--- src/rtl/serial_adder_if.sv ---
// Operand/result bundle for serial_adder: request side drives operands and start,
// the adder returns busy/done and the registered result flags.
interface serial_adder_if #(
    parameter int WIDTH = 8
);
    logic             start;
    logic             sub;
    logic             c_in;
    logic [WIDTH-1:0] a;
    logic [WIDTH-1:0] b;
    logic             busy;
    logic             done;
    logic [WIDTH-1:0] s;
    logic             c_out;
    logic             overflow;

    modport master (
        output start, sub, c_in, a, b,
        input  busy, done, s, c_out, overflow
    );

    modport slave (
        input  start, sub, c_in, a, b,
        output busy, done, s, c_out, overflow
    );
endinterface

--- src/rtl/serial_adder.sv ---
// Multi-cycle adder/subtractor: WIDTH-bit operands consumed DIGIT bits per clock
// through a ripple slice, carry held between slices; signed-overflow flag on completion.
module serial_adder #(
    parameter int WIDTH = 8,
    parameter int DIGIT = 1   // WIDTH must be an exact multiple of DIGIT
) (
    input logic         clk,
    input logic         rst_n,
    serial_adder_if.slave bus
);
    localparam int STEPS = WIDTH / DIGIT;
    localparam int CNT_W = (STEPS > 1) ? $clog2(STEPS) : 1;

    typedef enum logic [1:0] {
        IDLE = 2'b00,
        RUN  = 2'b01,
        DONE = 2'b10
    } state_t;

    state_t           state, state_next;
    logic [WIDTH-1:0] a_sr, b_sr, sum_sr, sum_next;
    logic             carry;
    logic [CNT_W-1:0] cnt;
    logic             last_step;
    logic             accept;
    logic [DIGIT-1:0] slice_sum;
    logic [DIGIT:0]   slice_c;
    logic [WIDTH-1:0] s_q;
    logic             c_out_q, overflow_q;

    assign accept    = bus.start && (state == IDLE || state == DONE);
    assign last_step = (cnt == CNT_W'(STEPS - 1));

    // State register
    always_ff @(posedge clk or negedge rst_n) begin
        if (!rst_n) state <= IDLE;
        else        state <= state_next;
    end

    // Next-state logic
    always_comb begin
        state_next = state;
        unique case (state)
            IDLE:    if (bus.start) state_next = RUN;
            RUN:     if (last_step) state_next = DONE;
            DONE:    state_next = bus.start ? RUN : IDLE;
            default: state_next = IDLE;
        endcase
    end

    // Output decode straight off the state flops, so busy/done never overlap.
    always_comb begin
        bus.busy = (state == RUN);
        bus.done = (state == DONE);
    end

    // Ripple slice; slice_c[DIGIT-1] is the carry into the slice's top bit.
    always_comb begin
        // NOTE: every comb output gets a default first so no path leaves it unassigned (no latch).
        slice_c    = '0;
        slice_sum  = '0;
        slice_c[0] = carry;
        for (int i = 0; i < DIGIT; i++) begin
            slice_sum[i]  = a_sr[i] ^ b_sr[i] ^ slice_c[i];
            slice_c[i+1]  = (a_sr[i] & b_sr[i]) | (slice_c[i] & (a_sr[i] ^ b_sr[i]));
        end
        sum_next = (sum_sr >> DIGIT) | (WIDTH'(slice_sum) << (WIDTH - DIGIT));
    end

    // Subtract is a + ~b + ~borrow_in, so B is inverted and the carry seed flipped at load.
    always_ff @(posedge clk or negedge rst_n) begin
        // NOTE: shift registers are plain flops here, not RAM, so they are reset like any other state.
        if (!rst_n) begin
            a_sr       <= '0;
            b_sr       <= '0;
            sum_sr     <= '0;
            carry      <= 1'b0;
            cnt        <= '0;
            s_q        <= '0;
            c_out_q    <= 1'b0;
            overflow_q <= 1'b0;
        end else if (accept) begin
            a_sr  <= bus.a;
            b_sr  <= bus.b ^ {WIDTH{bus.sub}};
            carry <= bus.c_in ^ bus.sub;
            cnt   <= '0;
        end else if (state == RUN) begin
            a_sr   <= a_sr >> DIGIT;
            b_sr   <= b_sr >> DIGIT;
            sum_sr <= sum_next;
            carry  <= slice_c[DIGIT];
            cnt    <= cnt + 1'b1;
            if (last_step) begin
                s_q        <= sum_next;
                c_out_q    <= slice_c[DIGIT];
                overflow_q <= slice_c[DIGIT] ^ slice_c[DIGIT-1];
            end
        end
    end

    assign bus.s        = s_q;
    assign bus.c_out    = c_out_q;
    assign bus.overflow = overflow_q;
endmodule

--- src/flat_wrapper.sv ---
// flat-port wrapper written by rule: the top's interface ports become plain ports
module serial_adder_flat 
#(
    parameter int WIDTH = 8,
    parameter int DIGIT = 1                                              
)
  (clk, rst_n, bus_start, bus_sub, bus_c_in, bus_a, bus_b, bus_busy, bus_done, bus_s, bus_c_out, bus_overflow);
  serial_adder_if #(.WIDTH(WIDTH)) bus_i ();
  input logic clk;
  input logic rst_n;
  input wire logic [$bits(bus_i.start)-1:0] bus_start;
  input wire logic [$bits(bus_i.sub)-1:0] bus_sub;
  input wire logic [$bits(bus_i.c_in)-1:0] bus_c_in;
  input wire logic [$bits(bus_i.a)-1:0] bus_a;
  input wire logic [$bits(bus_i.b)-1:0] bus_b;
  output wire logic [$bits(bus_i.busy)-1:0] bus_busy;
  output wire logic [$bits(bus_i.done)-1:0] bus_done;
  output wire logic [$bits(bus_i.s)-1:0] bus_s;
  output wire logic [$bits(bus_i.c_out)-1:0] bus_c_out;
  output wire logic [$bits(bus_i.overflow)-1:0] bus_overflow;
  assign bus_i.start = bus_start;
  assign bus_i.sub = bus_sub;
  assign bus_i.c_in = bus_c_in;
  assign bus_i.a = bus_a;
  assign bus_i.b = bus_b;
  assign bus_busy = bus_i.busy;
  assign bus_done = bus_i.done;
  assign bus_s = bus_i.s;
  assign bus_c_out = bus_i.c_out;
  assign bus_overflow = bus_i.overflow;
  serial_adder #(.WIDTH(WIDTH), .DIGIT(DIGIT)) u_core (.clk(clk), .rst_n(rst_n), .bus(bus_i));
endmodule
--- config.mk ---
export PLATFORM = sky130hd
export DESIGN_NAME = serial_adder_flat
export DESIGN_NICKNAME = d
export VERILOG_FILES = /design/src/rtl/serial_adder_if.sv /design/src/rtl/serial_adder.sv /design/src/flat_wrapper.sv
export SDC_FILE = /design/constraint.sdc
export NUM_CORES = 1
export LEC_CHECK = 0
export CORE_MARGIN = 2
export CORE_UTILIZATION = 47
export CTS_CLUSTER_SIZE = 20
export DETAILED_ROUTE_END_ITERATION = 7
export PLACE_DENSITY = 0.84
export SYNTH_ARGS = -nofsm -noshare
export SYNTH_HDL_FRONTEND = slang
export SYNTH_SLANG_ARGS = --single-unit
--- constraint.sdc ---
create_clock -name clk -period 4.7 [get_ports clk]
set_clock_uncertainty 0.15 [all_clocks]
set_input_delay 0.94 -clock clk [delete_from_list [all_inputs] [get_ports clk]]
set_output_delay 0.94 -clock clk [all_outputs]
set_load 0.03 [all_outputs]
==> impl_metrics.prom, run 1 <==
# TYPE chip_impl_metric gauge
chip_impl_metric{name="die_height",unit="microns"} 63.7
chip_impl_metric{name="cts-hold-fix-buffers",unit=""} 0
chip_impl_metric{name="first_pass_grt_wire_length",unit="mm"} 5.18
chip_impl_info{name="class_of_the_most_critical_setup_path",value="flip-flop to output port"} 1
chip_impl_metric{name="vdd_ir_drop_max",unit="uV"} 216
chip_impl_metric{name="floorplan.initialDensity",unit="%"} 49.5
chip_impl_metric{name="drc",unit=""} 0
chip_impl_metric{name="sw_frac_of_total",unit="%"} 39.4
chip_impl_metric{name="postCtsResizedCells",unit=""} 0
chip_impl_metric{name="core_area",unit="sq um"} 3390
chip_impl_info{name="endpoint_kind",value="output port"} 1
chip_impl_metric{name="r2r_setup_slack",unit="ns"} 2.44
chip_impl_metric{name="globalRouteTotalUtil",unit="%"} 16.7
chip_impl_metric{name="worst_hold_path.num_cells",unit=""} 2
chip_impl_metric{name="worstMarginPinSlew",unit="ns"} 0.861
chip_impl_metric{name="avgSynthCellArea",unit="sq um"} 10.7
chip_impl_info{name="unrepaired_setup_endpoints_after_global_routing",value="false"} 1
chip_impl_metric{name="final_min_period_over_clock_period",unit="%"} 77.4
chip_impl_metric{name="routed-via-count",unit=""} 1264
chip_impl_info{name="regToRegStartpoint",value="u_core.state[0]"} 1
chip_impl_metric{name="r2r_cells",unit=""} 4
chip_impl_metric{name="pwr_density_cell",unit="nW/um^2"} 662
chip_impl_metric{name="clockPowerShare",unit="%"} 11.8
chip_impl_metric{name="die_area",unit="sq um"} 4060
chip_impl_metric{name="max_slew_margin",unit="%"} 42.6
chip_impl_info{name="cts_tree",value="done"} 1
chip_impl_metric{name="clockBufferDepth",unit=""} 2
chip_impl_metric{name="design.final.nets",unit=""} 210
chip_impl_metric{name="timing.final.crit_period",unit="ns"} 3.64
chip_impl_metric{name="drt_pre_antenna_iters",unit=""} 4
chip_impl_metric{name="final_cells",unit=""} 233
chip_impl_metric{name="total_power",unit="mW"} 1.36
chip_impl_metric{name="detail_route.vias_per_cell",unit=""} 5.42
chip_impl_metric{name="timing.final.setup_violations",unit=""} 0
chip_impl_metric{name="comb_power_share",unit="%"} 44.9
chip_impl_metric{name="postSynthRegisterBits",unit=""} 39
chip_impl_metric{name="power_frac_seq",unit="%"} 43.4
chip_impl_info{name="synthTopCellsByArea",value="sky130_fd_sc_hd__dfrtp_1 58%, sky130_fd_sc_hd__nand2_1 8.7%, sky130_fd_sc_hd__mux2_2 6.0%"} 1
chip_impl_metric{name="synthesis.yosys.warnings",unit=""} 0
chip_impl_metric{name="post-route-util",unit="%"} 60.7
chip_impl_metric{name="syn_nets",unit=""} 180
chip_impl_metric{name="place_congestion",unit=""} 0.788
chip_impl_metric{name="maximum_number_of_pins_on_one_net_before_global_route_repair",unit=""} 40
chip_impl_metric{name="max_cap_viol_count",unit=""} 0
chip_impl_metric{name="antenna_left",unit=""} 0
chip_impl_info{name="cts-root-buf",value="sky130_fd_sc_hd__clkbuf_4"} 1
chip_impl_metric{name="yosys.cell_types.count",unit=""} 24
chip_impl_metric{name="min_hold_slack",unit="ns"} 0.345
chip_impl_metric{name="die-width",unit="microns"} 63.7
chip_impl_metric{name="worstPathMaxFanout",unit=""} 26
chip_impl_metric{name="yosys.area_share.simple",unit="%"} 15.1
chip_impl_info{name="outcome",value="completed"} 1
chip_impl_metric{name="drive_gt1_share",unit="%"} 9.63
chip_impl_metric{name="number_of_buffers_added_on_ports",unit=""} 32
chip_impl_metric{name="synth_adder_area_share",unit="%"} 2.69
chip_impl_metric{name="htree_levels",unit=""} 2
chip_impl_metric{name="cts_buffers",unit=""} 5
chip_impl_info{name="timing.hold.worst_endpoint",value="u_core.sum_sr[1]"} 1
chip_impl_metric{name="ports",unit=""} 33
chip_impl_metric{name="placedInstanceArea",unit="sq um"} 2010
chip_impl_metric{name="clkSinkCount",unit=""} 39
chip_impl_metric{name="detailed_place_hpwl",unit="mm"} 2.09
chip_impl_metric{name="compound_gate_fraction_of_synth_area",unit="%"} 9.78
chip_impl_metric{name="initialDrtViolationCount",unit=""} 51
chip_impl_metric{name="drt_wl_total",unit="mm"} 2.99
chip_impl_info{name="worstHoldPathType",value="flip-flop to flip-flop"} 1
chip_impl_info{name="hold_path_startpoint",value="u_core.sum_sr[1]"} 1
chip_impl_metric{name="p_sw",unit="uW"} 537
chip_impl_metric{name="vias_in_the_first_global_route",unit=""} 1188
chip_impl_metric{name="mappedNetlistArea",unit="sq um"} 1680
chip_impl_metric{name="drt-wirelength-per-cell",unit="microns"} 12.8
chip_impl_metric{name="cellLeakagePower",unit="nW"} 0.928
chip_impl_metric{name="post-cts-setup-buffer-count",unit=""} 0
chip_impl_metric{name="std_cell_rows",unit=""} 21
chip_impl_metric{name="timing.critical_path.arrival",unit="ns"} 2.55
chip_impl_metric{name="globalRouteOverflowTotal",unit=""} 0
chip_impl_metric{name="fin_tns_setup",unit="ns"} 0
chip_impl_metric{name="slew_violations",unit=""} 0
chip_impl_metric{name="synth_xor_area_share",unit="%"} 5.22
chip_impl_metric{name="area_delta_synth_final",unit="%"} 22.7
chip_impl_metric{name="grt_antenna_before_repair",unit=""} 0
chip_impl_metric{name="synth_cells",unit=""} 156
chip_impl_metric{name="pre_cts_ws",unit="ns"} 1.45
chip_impl_metric{name="synth_mux_area_share",unit="%"} 6.04
chip_impl_info{name="yosysTopAreaCell",value="sky130_fd_sc_hd__dfrtp_1"} 1
chip_impl_metric{name="finish.instance_area",unit="sq um"} 2060
chip_impl_metric{name="synth.yosys.seq_area_share",unit="%"} 58.2
chip_impl_metric{name="internal-power",unit="uW"} 825
chip_impl_metric{name="fmaxAchievable",unit="MHz"} 275
chip_impl_info{name="synth_top_family_by_area",value="simple AND/OR/NAND/NOR gates"} 1
chip_impl_metric{name="synth_largest_type_area_fraction",unit="%"} 58.2
chip_impl_info{name="worstReg2RegEnd",value="u_core.b_sr[6]"} 1
chip_impl_metric{name="worst_slack",unit="ns"} 1.06
chip_impl_metric{name="number_of_placed_cells_counting_well_taps",unit=""} 225
chip_impl_metric{name="worst_setup_hold_path_clk_slew",unit="ns"} 0.11
chip_impl_metric{name="timing.final.hold_violations",unit=""} 0
chip_impl_metric{name="cp_data_required_time",unit="ns"} 3.61
chip_impl_metric{name="worst_skew_pair.late_latency",unit="ns"} 0.34
chip_impl_metric{name="diode_count",unit=""} 0
chip_impl_info{name="cp-start-kind",value="flip-flop"} 1
## worst max-delay path, stage by stage (launching register included)
cell                              delay, ns
sky130_fd_sc_hd__dfrtp_1               0.40
sky130_fd_sc_hd__nand2b_1              0.50
sky130_fd_sc_hd__inv_2                 0.54
sky130_fd_sc_hd__clkdlybuf4s50_1       0.76
## synth_stat cells
cell type	n
sky130_fd_sc_hd__o22ai_1	1
sky130_fd_sc_hd__xor2_1	4
sky130_fd_sc_hd__nand2b_1	2
sky130_fd_sc_hd__a22oi_1	1
sky130_fd_sc_hd__nor2_2	1
sky130_fd_sc_hd__inv_2	1
sky130_fd_sc_hd__nor3_1	1
sky130_fd_sc_hd__mux2_2	9
sky130_fd_sc_hd__xnor2_1	6
sky130_fd_sc_hd__a31oi_1	8
sky130_fd_sc_hd__fa_1	1
sky130_fd_sc_hd__nor2b_1	2
sky130_fd_sc_hd__nand3_1	2
sky130_fd_sc_hd__clkbuf_1	2
sky130_fd_sc_hd__inv_1	1
sky130_fd_sc_hd__nor2_1	14
sky130_fd_sc_hd__buf_2	7
sky130_fd_sc_hd__a22o_1	4
sky130_fd_sc_hd__ha_1	2
sky130_fd_sc_hd__dfrtp_1	39
sky130_fd_sc_hd__nand3b_1	1
sky130_fd_sc_hd__o21ai_0	3
sky130_fd_sc_hd__nand2_1	39
sky130_fd_sc_hd__a221o_1	5
## sequential cells by signal, indices dropped and copies added, names as in the netlist
register / count
u_core.a_sr: 8
u_core.b_sr: 8
u_core.bus.c_out: 1
u_core.bus.overflow: 1
u_core.bus.s: 8
u_core.carry: 1
u_core.cnt: 3
u_core.state: 2
u_core.sum_sr: 7
## cell type report
type,instances,area [sq um]
clock buffers,7,45.0
clock inverters,1,5.00
fillers,270,1330
inverters,2,7.51
multi-input cells,106,651
flip-flops and latches,39,976
well taps,46,57.6
repair buffers,32,315
## layout by cell type (no fill, tap or decap)
cell                              count
sky130_fd_sc_hd__xnor2_1              6
sky130_fd_sc_hd__fa_1                 1
sky130_fd_sc_hd__clkdlybuf4s50_1     31
sky130_fd_sc_hd__a31oi_1              8
sky130_fd_sc_hd__o21ai_0              3
sky130_fd_sc_hd__inv_1                1
sky130_fd_sc_hd__o22ai_1              1
sky130_fd_sc_hd__clkinv_2             1
sky130_fd_sc_hd__nand2_1             39
sky130_fd_sc_hd__a221o_1              5
sky130_fd_sc_hd__dfrtp_1             39
sky130_fd_sc_hd__clkbuf_1             2
sky130_fd_sc_hd__a22oi_1              1
sky130_fd_sc_hd__mux2_2               9
sky130_fd_sc_hd__a22o_1               4
sky130_fd_sc_hd__nor3_1               1
sky130_fd_sc_hd__nand3b_1             1
sky130_fd_sc_hd__buf_2                1
sky130_fd_sc_hd__ha_1                 2
sky130_fd_sc_hd__nor2b_1              2
sky130_fd_sc_hd__inv_2                1
sky130_fd_sc_hd__xor2_1               4
sky130_fd_sc_hd__nand2b_1             2
sky130_fd_sc_hd__nand3_1              2
sky130_fd_sc_hd__clkbuf_4             5
sky130_fd_sc_hd__nor2_2               1
sky130_fd_sc_hd__nor2_1              14
## cell families after synthesis
logic type | after synthesis
simple gates | 62
fa+ha+maj | 3
xor+xnor | 10
compound gates | 22
flops | 39
mux | 9
buf+inv | 11
## power groups by stage
stage               logic [mW]  clock network [mW]  registers [mW]
floorplan                0.358                   0           0.658
global placement         0.593                   0           0.586
detailed placement       0.617                   0           0.597
CTS                      0.617               0.164           0.592
global route             0.679               0.180           0.611
finish                   0.611               0.160           0.590
## routing by layer
layer / wire [microns] / track usage, % / vias up
met3: 187 / 5.54 / 6
met1: 1310 / 19.9 / 624
met4: 41 / 5.16 / 0
li1: - / - / 587
met5: 0 / 0 / -
met2: 1450 / 28.4 / 47
## how the worst max path moves through the flow
| stage | start | to | slack (ns) | cells past startpoint |
|---|---|---|---|---|
| floorplan | u_core.state[1] | bus_busy | 2.71 | 3 |
| global placement | u_core.state[1] | bus_busy | 1.52 | 3 |
| detailed placement | u_core.state[1] | bus_busy | 1.45 | 3 |
| CTS | u_core.state[1] | bus_busy | 1.06 | 3 |
| global route | u_core.state[1] | bus_busy | 0.89 | 3 |
| finish | u_core.state[1] | bus_busy | 1.06 | 3 |
(Power assumes the default switching activity.)
==> run 2, diff against run 1 <==
Clock period 4.7 ns to 3.5 ns, I/O delays scaled along.
==> impl_metrics.prom, run 2 (synthesized netlist as in run 1, its figures left out) <==
# TYPE chip_impl_metric gauge
chip_impl_info{name="outcome",value="completed"} 1
chip_impl_metric{name="grt_antenna_before_repair",unit=""} 0
chip_impl_metric{name="design.final.nets",unit=""} 212
chip_impl_info{name="class_of_the_most_critical_setup_path",value="flip-flop to output port"} 1
chip_impl_metric{name="initialDrtViolationCount",unit=""} 72
chip_impl_metric{name="r2r_setup_slack",unit="ns"} 1.57
chip_impl_metric{name="antenna_left",unit=""} 0
chip_impl_info{name="endpoint_kind",value="output port"} 1
chip_impl_metric{name="die_area",unit="sq um"} 4060
chip_impl_info{name="unrepaired_setup_endpoints_after_global_routing",value="false"} 1
chip_impl_metric{name="place_congestion",unit=""} 0.772
chip_impl_metric{name="timing.final.hold_violations",unit=""} 0
chip_impl_metric{name="postCtsResizedCells",unit=""} 0
chip_impl_metric{name="vias_in_the_first_global_route",unit=""} 1234
chip_impl_info{name="worstHoldPathType",value="primary input to asynchronous set/reset pin"} 1
chip_impl_metric{name="fin_tns_setup",unit="ns"} 0
chip_impl_metric{name="slew_violations",unit=""} 0
chip_impl_metric{name="worst_skew_pair.late_latency",unit="ns"} 0.34
chip_impl_metric{name="core_area",unit="sq um"} 3390
chip_impl_metric{name="std_cell_rows",unit=""} 21
chip_impl_metric{name="placedInstanceArea",unit="sq um"} 2020
chip_impl_metric{name="total_power",unit="mW"} 1.86
chip_impl_metric{name="cts_buffers",unit=""} 5
chip_impl_metric{name="max_cap_viol_count",unit=""} 0
chip_impl_metric{name="timing.critical_path.arrival",unit="ns"} 1.82
chip_impl_metric{name="globalRouteOverflowTotal",unit=""} 0
chip_impl_info{name="final_cell_mix",value="39 x sky130_fd_sc_hd__nand2_1, 39 x sky130_fd_sc_hd__dfrtp_1, 31 x sky130_fd_sc_hd__clkdlybuf4s50_1, 14 x sky130_fd_sc_hd__nor2_1, 9 x sky130_fd_sc_hd__mux2_2"} 1
chip_impl_metric{name="worstPathMaxFanout",unit=""} 21
chip_impl_metric{name="fmaxAchievable",unit="MHz"} 374
chip_impl_metric{name="floorplan.initialDensity",unit="%"} 49.5
chip_impl_metric{name="ports",unit=""} 33
chip_impl_metric{name="die_height",unit="microns"} 63.7
chip_impl_metric{name="r2r_cells",unit=""} 4
chip_impl_metric{name="cp_data_required_time",unit="ns"} 2.65
chip_impl_metric{name="cts-hold-fix-buffers",unit=""} 0
chip_impl_metric{name="diode_count",unit=""} 0
chip_impl_metric{name="detailed_place_hpwl",unit="mm"} 2.16
chip_impl_metric{name="final_min_period_over_clock_period",unit="%"} 76.3
chip_impl_metric{name="clockBufferDepth",unit=""} 2
chip_impl_metric{name="cellLeakagePower",unit="nW"} 0.937
chip_impl_metric{name="timing.final.setup_violations",unit=""} 0
chip_impl_info{name="cts_tree",value="done"} 1
chip_impl_metric{name="max_slew_margin",unit="%"} 44.2
chip_impl_metric{name="drt-wirelength-per-cell",unit="microns"} 13.3
chip_impl_info{name="cp-start-kind",value="flip-flop"} 1
chip_impl_info{name="cts-root-buf",value="sky130_fd_sc_hd__clkbuf_4"} 1
chip_impl_metric{name="pwr_density_cell",unit="nW/um^2"} 895
chip_impl_metric{name="htree_levels",unit=""} 2
chip_impl_metric{name="routed-via-count",unit=""} 1221
chip_impl_metric{name="first_pass_grt_wire_length",unit="mm"} 5.46
chip_impl_metric{name="filler_cell_count",unit=""} 272
chip_impl_metric{name="clkSinkCount",unit=""} 39
chip_impl_metric{name="vdd_ir_drop_max",unit="uV"} 299
chip_impl_metric{name="drive_gt1_share",unit="%"} 10.6
chip_impl_metric{name="post-cts-setup-buffer-count",unit=""} 0
chip_impl_metric{name="worstMarginPinSlew",unit="ns"} 0.837
chip_impl_metric{name="die-width",unit="microns"} 63.7
chip_impl_metric{name="area_delta_synth_final",unit="%"} 23.6
chip_impl_metric{name="drt_pre_antenna_iters",unit=""} 4
chip_impl_metric{name="finish.instance_area",unit="sq um"} 2070
chip_impl_metric{name="timing.final.crit_period",unit="ns"} 2.67
chip_impl_metric{name="drc",unit=""} 0
chip_impl_metric{name="globalRouteTotalUtil",unit="%"} 17.7
chip_impl_metric{name="worst_setup_hold_path_clk_slew",unit="ns"} 0.11
chip_impl_metric{name="drt_wl_total",unit="mm"} 3.11
chip_impl_metric{name="maximum_number_of_pins_on_one_net_before_global_route_repair",unit=""} 40
chip_impl_metric{name="number_of_buffers_added_on_ports",unit=""} 32
chip_impl_metric{name="detail_route.vias_per_cell",unit=""} 5.20
-- run 2: cell count changes in the layout (fill, tap and decap cells not counted) --
cell                    before  now
sky130_fd_sc_hd__buf_4       0    2
-- run 2: final cells by class --
class	instances	area, sq um	share of cell area, %
timing repair buffer	34	330	15.9
tap	46	57.6	2.78
multi-input combinational	106	651	31.4
clock inverter	1	5.00	0.242
sequential	39	976	47.1
clock buffer	7	45.0	2.17
inverter	2	7.51	0.362
-- run 2: final timing paths --
| kind | startpoint | to |
|---|---|---|
| worst max-delay path | u_core.state[1] | bus_busy |
| worst max register to register | u_core.cnt[0] | u_core.bus.s[0] |
| worst min-delay path | rst_n | u_core.bus.s[1] |
| worst min register to register | u_core.sum_sr[1] | u_core.sum_sr[1] |
| min in group clk | u_core.sum_sr[1] | u_core.sum_sr[1] |
| max in group asynchronous | rst_n | u_core.bus.s[0] |
-- run 2: critical path, cell delays in order (launching register included) --
cell	delay, ns
sky130_fd_sc_hd__dfrtp_1	0.39
sky130_fd_sc_hd__nand2b_1	0.14
sky130_fd_sc_hd__buf_4	0.21
sky130_fd_sc_hd__inv_2	0.08
sky130_fd_sc_hd__clkdlybuf4s50_1	0.66
-- run 2: per-layer routing --
| layer | up-vias | share of wire [%] | GRT usage (%) |
|---|---|---|---|
| li1 | 586 | - | - |
| met1 | 594 | 42 | 21.3 |
| met5 | - | 0 | 0 |
| met2 | 35 | 51 | 29.1 |
| met3 | 6 | 5.8 | 6.43 |
| met4 | 0 | 1.4 | 6.52 |
-- run 2: report_power, final --
part	internal [mW]	switching (mW)
clock network	0.0783	0.139
logic	0.381	0.463
registers	0.664	0.130
total	1.12	0.732
-- run 2: per-stage QoR --
step	worst slack [ns]	utilization, %	hold slack (ns)	cells
after global placement	1.15	59.7	0.311	227
after floorplan	1.75	-	0.254	156
after CTS	0.808	61.1	0.309	235
after detailed placement	1.09	59.7	0.325	227
final	0.828	61.1	0.296	235
after global routing	0.743	61.1	0.338	235
==> run 3, diff against run 2 <==
Settings changed: CORE_UTILIZATION 47 to 45.
Clock period 3.5 ns to 2.27 ns, I/O delays scaled along.
==> impl_metrics.prom, run 3 (synthesized netlist as in run 1, its figures left out) <==
# TYPE chip_impl_metric gauge
chip_impl_metric{name="detail_route.vias_per_cell",unit=""} 4.95
chip_impl_metric{name="grt_antenna_before_repair",unit=""} 0
chip_impl_metric{name="globalRouteOverflowTotal",unit=""} 0
chip_impl_metric{name="vias_in_the_first_global_route",unit=""} 1169
chip_impl_info{name="critPathSlowestCell",value="sky130_fd_sc_hd__clkdlybuf4s50_1"} 1
chip_impl_metric{name="number_of_placed_cells_counting_well_taps",unit=""} 234
chip_impl_metric{name="gr-usage-met1",unit="%"} 22.7
chip_impl_info{name="endpoint_kind",value="output port"} 1
chip_impl_metric{name="routed-via-count",unit=""} 1192
chip_impl_metric{name="maximum_number_of_pins_on_one_net_before_global_route_repair",unit=""} 28
chip_impl_metric{name="drive_gt1_share",unit="%"} 14.0
chip_impl_metric{name="detailed_place_hpwl",unit="mm"} 2.21
chip_impl_info{name="worstHoldPathType",value="primary input to asynchronous set/reset pin"} 1
chip_impl_metric{name="antenna_left",unit=""} 0
chip_impl_metric{name="filler_cell_count",unit=""} 345
chip_impl_metric{name="place_congestion",unit=""} 0.770
chip_impl_info{name="cts-root-buf",value="sky130_fd_sc_hd__clkbuf_8"} 1
chip_impl_metric{name="diode_count",unit=""} 0
chip_impl_metric{name="slew_violations",unit=""} 0
chip_impl_metric{name="drt-wirelength-per-cell",unit="microns"} 12.6
chip_impl_info{name="class_of_the_most_critical_setup_path",value="flip-flop to output port"} 1
chip_impl_metric{name="worstMarginPinSlew",unit="ns"} 0.626
chip_impl_metric{name="comb_power_share",unit="%"} 43.5
chip_impl_metric{name="met2_usage",unit="%"} 26.3
chip_impl_metric{name="number_of_buffers_added_on_ports",unit=""} 32
chip_impl_metric{name="use_met3",unit="%"} 5.21
chip_impl_info{name="final_cell_mix",value="39 x sky130_fd_sc_hd__nand2_1, 39 x sky130_fd_sc_hd__dfrtp_1, 30 x sky130_fd_sc_hd__clkdlybuf4s50_1, 14 x sky130_fd_sc_hd__nor2_1, 9 x sky130_fd_sc_hd__mux2_2"} 1
chip_impl_metric{name="cts_buffers",unit=""} 5
chip_impl_metric{name="design.final.nets",unit=""} 217
chip_impl_info{name="timing.critical_path.cells",value="nor2b_1 > clkdlybuf4s50_1"} 1
chip_impl_info{name="cp-start-kind",value="flip-flop"} 1
chip_impl_metric{name="power_frac_seq",unit="%"} 41.0
chip_impl_metric{name="die_area",unit="sq um"} 4230
chip_impl_metric{name="clkSinkCount",unit=""} 39
chip_impl_metric{name="timing.final.hold_violations",unit=""} 0
chip_impl_metric{name="worst_skew_pair.late_latency",unit="ns"} 0.29
chip_impl_metric{name="critical_path.max_stage_delay",unit="ns"} 0.67
chip_impl_metric{name="timing.final.setup_violations",unit=""} 0
chip_impl_metric{name="first_pass_grt_wire_length",unit="mm"} 5.38
chip_impl_metric{name="drt_pre_antenna_iters",unit=""} 4
chip_impl_metric{name="final_min_period_over_clock_period",unit="%"} 93.4
chip_impl_metric{name="clockBufferDepth",unit=""} 2
chip_impl_metric{name="initialDrtViolationCount",unit=""} 73
chip_impl_metric{name="cts-hold-fix-buffers",unit=""} 0
chip_impl_metric{name="worstPathMaxFanout",unit=""} 5
chip_impl_metric{name="sw_frac_of_total",unit="%"} 37.8
chip_impl_metric{name="max_cap_viol_count",unit=""} 0
chip_impl_metric{name="max_slew_margin",unit="%"} 58.3
chip_impl_metric{name="fin_tns_setup",unit="ns"} 0
chip_impl_metric{name="timing.critical_path.arrival",unit="ns"} 1.52
chip_impl_metric{name="core_area",unit="sq um"} 3630
chip_impl_metric{name="cp_data_required_time",unit="ns"} 1.67
chip_impl_metric{name="drc",unit=""} 0
chip_impl_metric{name="clockPowerShare",unit="%"} 15.5
chip_impl_metric{name="floorplan.initialDensity",unit="%"} 46.1
chip_impl_info{name="busiest_layer",value="met2"} 1
chip_impl_metric{name="die_height",unit="microns"} 65.0
chip_impl_metric{name="vdd_ir_drop_max",unit="uV"} 458
chip_impl_metric{name="ports",unit=""} 33
chip_impl_metric{name="worst_setup_hold_path_clk_slew",unit="ns"} 0.07
chip_impl_metric{name="p_sw",unit="mW"} 1.13
chip_impl_metric{name="internal-power",unit="mW"} 1.86
chip_impl_metric{name="htree_levels",unit=""} 2
chip_impl_metric{name="drt_wl_total",unit="mm"} 3.05
chip_impl_metric{name="pwr_density_cell",unit="nW/um^2"} 1400
chip_impl_metric{name="area_delta_synth_final",unit="%"} 28.1
chip_impl_info{name="cts_tree",value="done"} 1
chip_impl_info{name="outcome",value="completed"} 1
chip_impl_info{name="unrepaired_setup_endpoints_after_global_routing",value="false"} 1
chip_impl_metric{name="r2r_cells",unit=""} 4
chip_impl_metric{name="die-width",unit="microns"} 65.0
chip_impl_metric{name="cellLeakagePower",unit="nW"} 0.979
chip_impl_metric{name="postCtsResizedCells",unit=""} 0
chip_impl_metric{name="fmaxAchievable",unit="MHz"} 472
chip_impl_metric{name="final_cells",unit=""} 241
chip_impl_metric{name="std_cell_rows",unit=""} 22
chip_impl_metric{name="globalRouteTotalUtil",unit="%"} 17.3
chip_impl_metric{name="timing.final.crit_period",unit="ns"} 2.12
chip_impl_metric{name="post-cts-setup-buffer-count",unit=""} 0
## run 3: power groups by stage
stage | Sequential, mW | Combinational [mW] | Clock, mW
2_1_floorplan | 1.36 | 0.742 | 0
3_5_place_dp | 1.24 | 1.32 | 0
6_report | 1.23 | 1.31 | 0.464
4_1_cts | 1.23 | 1.32 | 0.481
5_1_grt | 1.28 | 1.45 | 0.513
3_3_place_gp | 1.22 | 1.28 | 0
## run 3: critical path, delay by kind of cell, from the launching register on
family	cells	cell delay [ns]
buffers and inverters	1	0.67
DFF	1	0.42
and+or+nand+nor	1	0.13
## run 3: through the flow
step | utilization, % | area [sq um] | power, mW | worst slack [ns] | hold slack, ns
floorplan | - | 1680 | 2.10 | 0.592 | 0.00841
global placement | 56.7 | 2060 | 2.50 | 0.263 | 0.310
detailed placement | 56.7 | 2060 | 2.56 | 0.229 | 0.325
CTS | 59.1 | 2150 | 3.03 | 0.128 | 0.0192
global route | 59.1 | 2150 | 3.24 | 0.0628 | 0.0320
finish | 59.1 | 2150 | 3.00 | 0.149 | 0.00309
## run 3: worst paths after layout
| kind | slack (ns) | from | end |
|---|---|---|---|
| setup / recovery | 0.15 | u_core.state[0] | bus_done |
| hold / removal | 0.003 | rst_n | u_core.state[1] |
| setup reg to reg | 0.36 | u_core.cnt[0] | u_core.bus.s[1] |
| hold reg to reg | 0.34 | u_core.sum_sr[1] | u_core.sum_sr[1] |
| max in group asynchronous | 1.44 | rst_n | u_core.a_sr[2] |
| min in group clk | 0.34 | u_core.sum_sr[1] | u_core.sum_sr[1] |
## run 3: final cells by class
| type | instances | area (sq um) | share of cell area, % |
|---|---|---|---|
| clock buffers | 6 | 82.6 | 3.85 |
| inverters | 2 | 7.51 | 0.350 |
| clock inverters | 1 | 5.00 | 0.233 |
| well taps | 48 | 60.1 | 2.80 |
| flip-flops and latches | 39 | 976 | 45.5 |
| multi-input cells | 106 | 651 | 30.3 |
| repair buffers | 39 | 365 | 17.0 |
## run 3: metal layers
metal / up-vias / routed length [microns] / part of all wire, %
li1: 596 / - / -
met3: 7 / 143 / 4.7
met2: 32 / 1420 / 46
met1: 557 / 1420 / 47
met5: - / 0 / 0
met4: 0 / 65 / 2.1
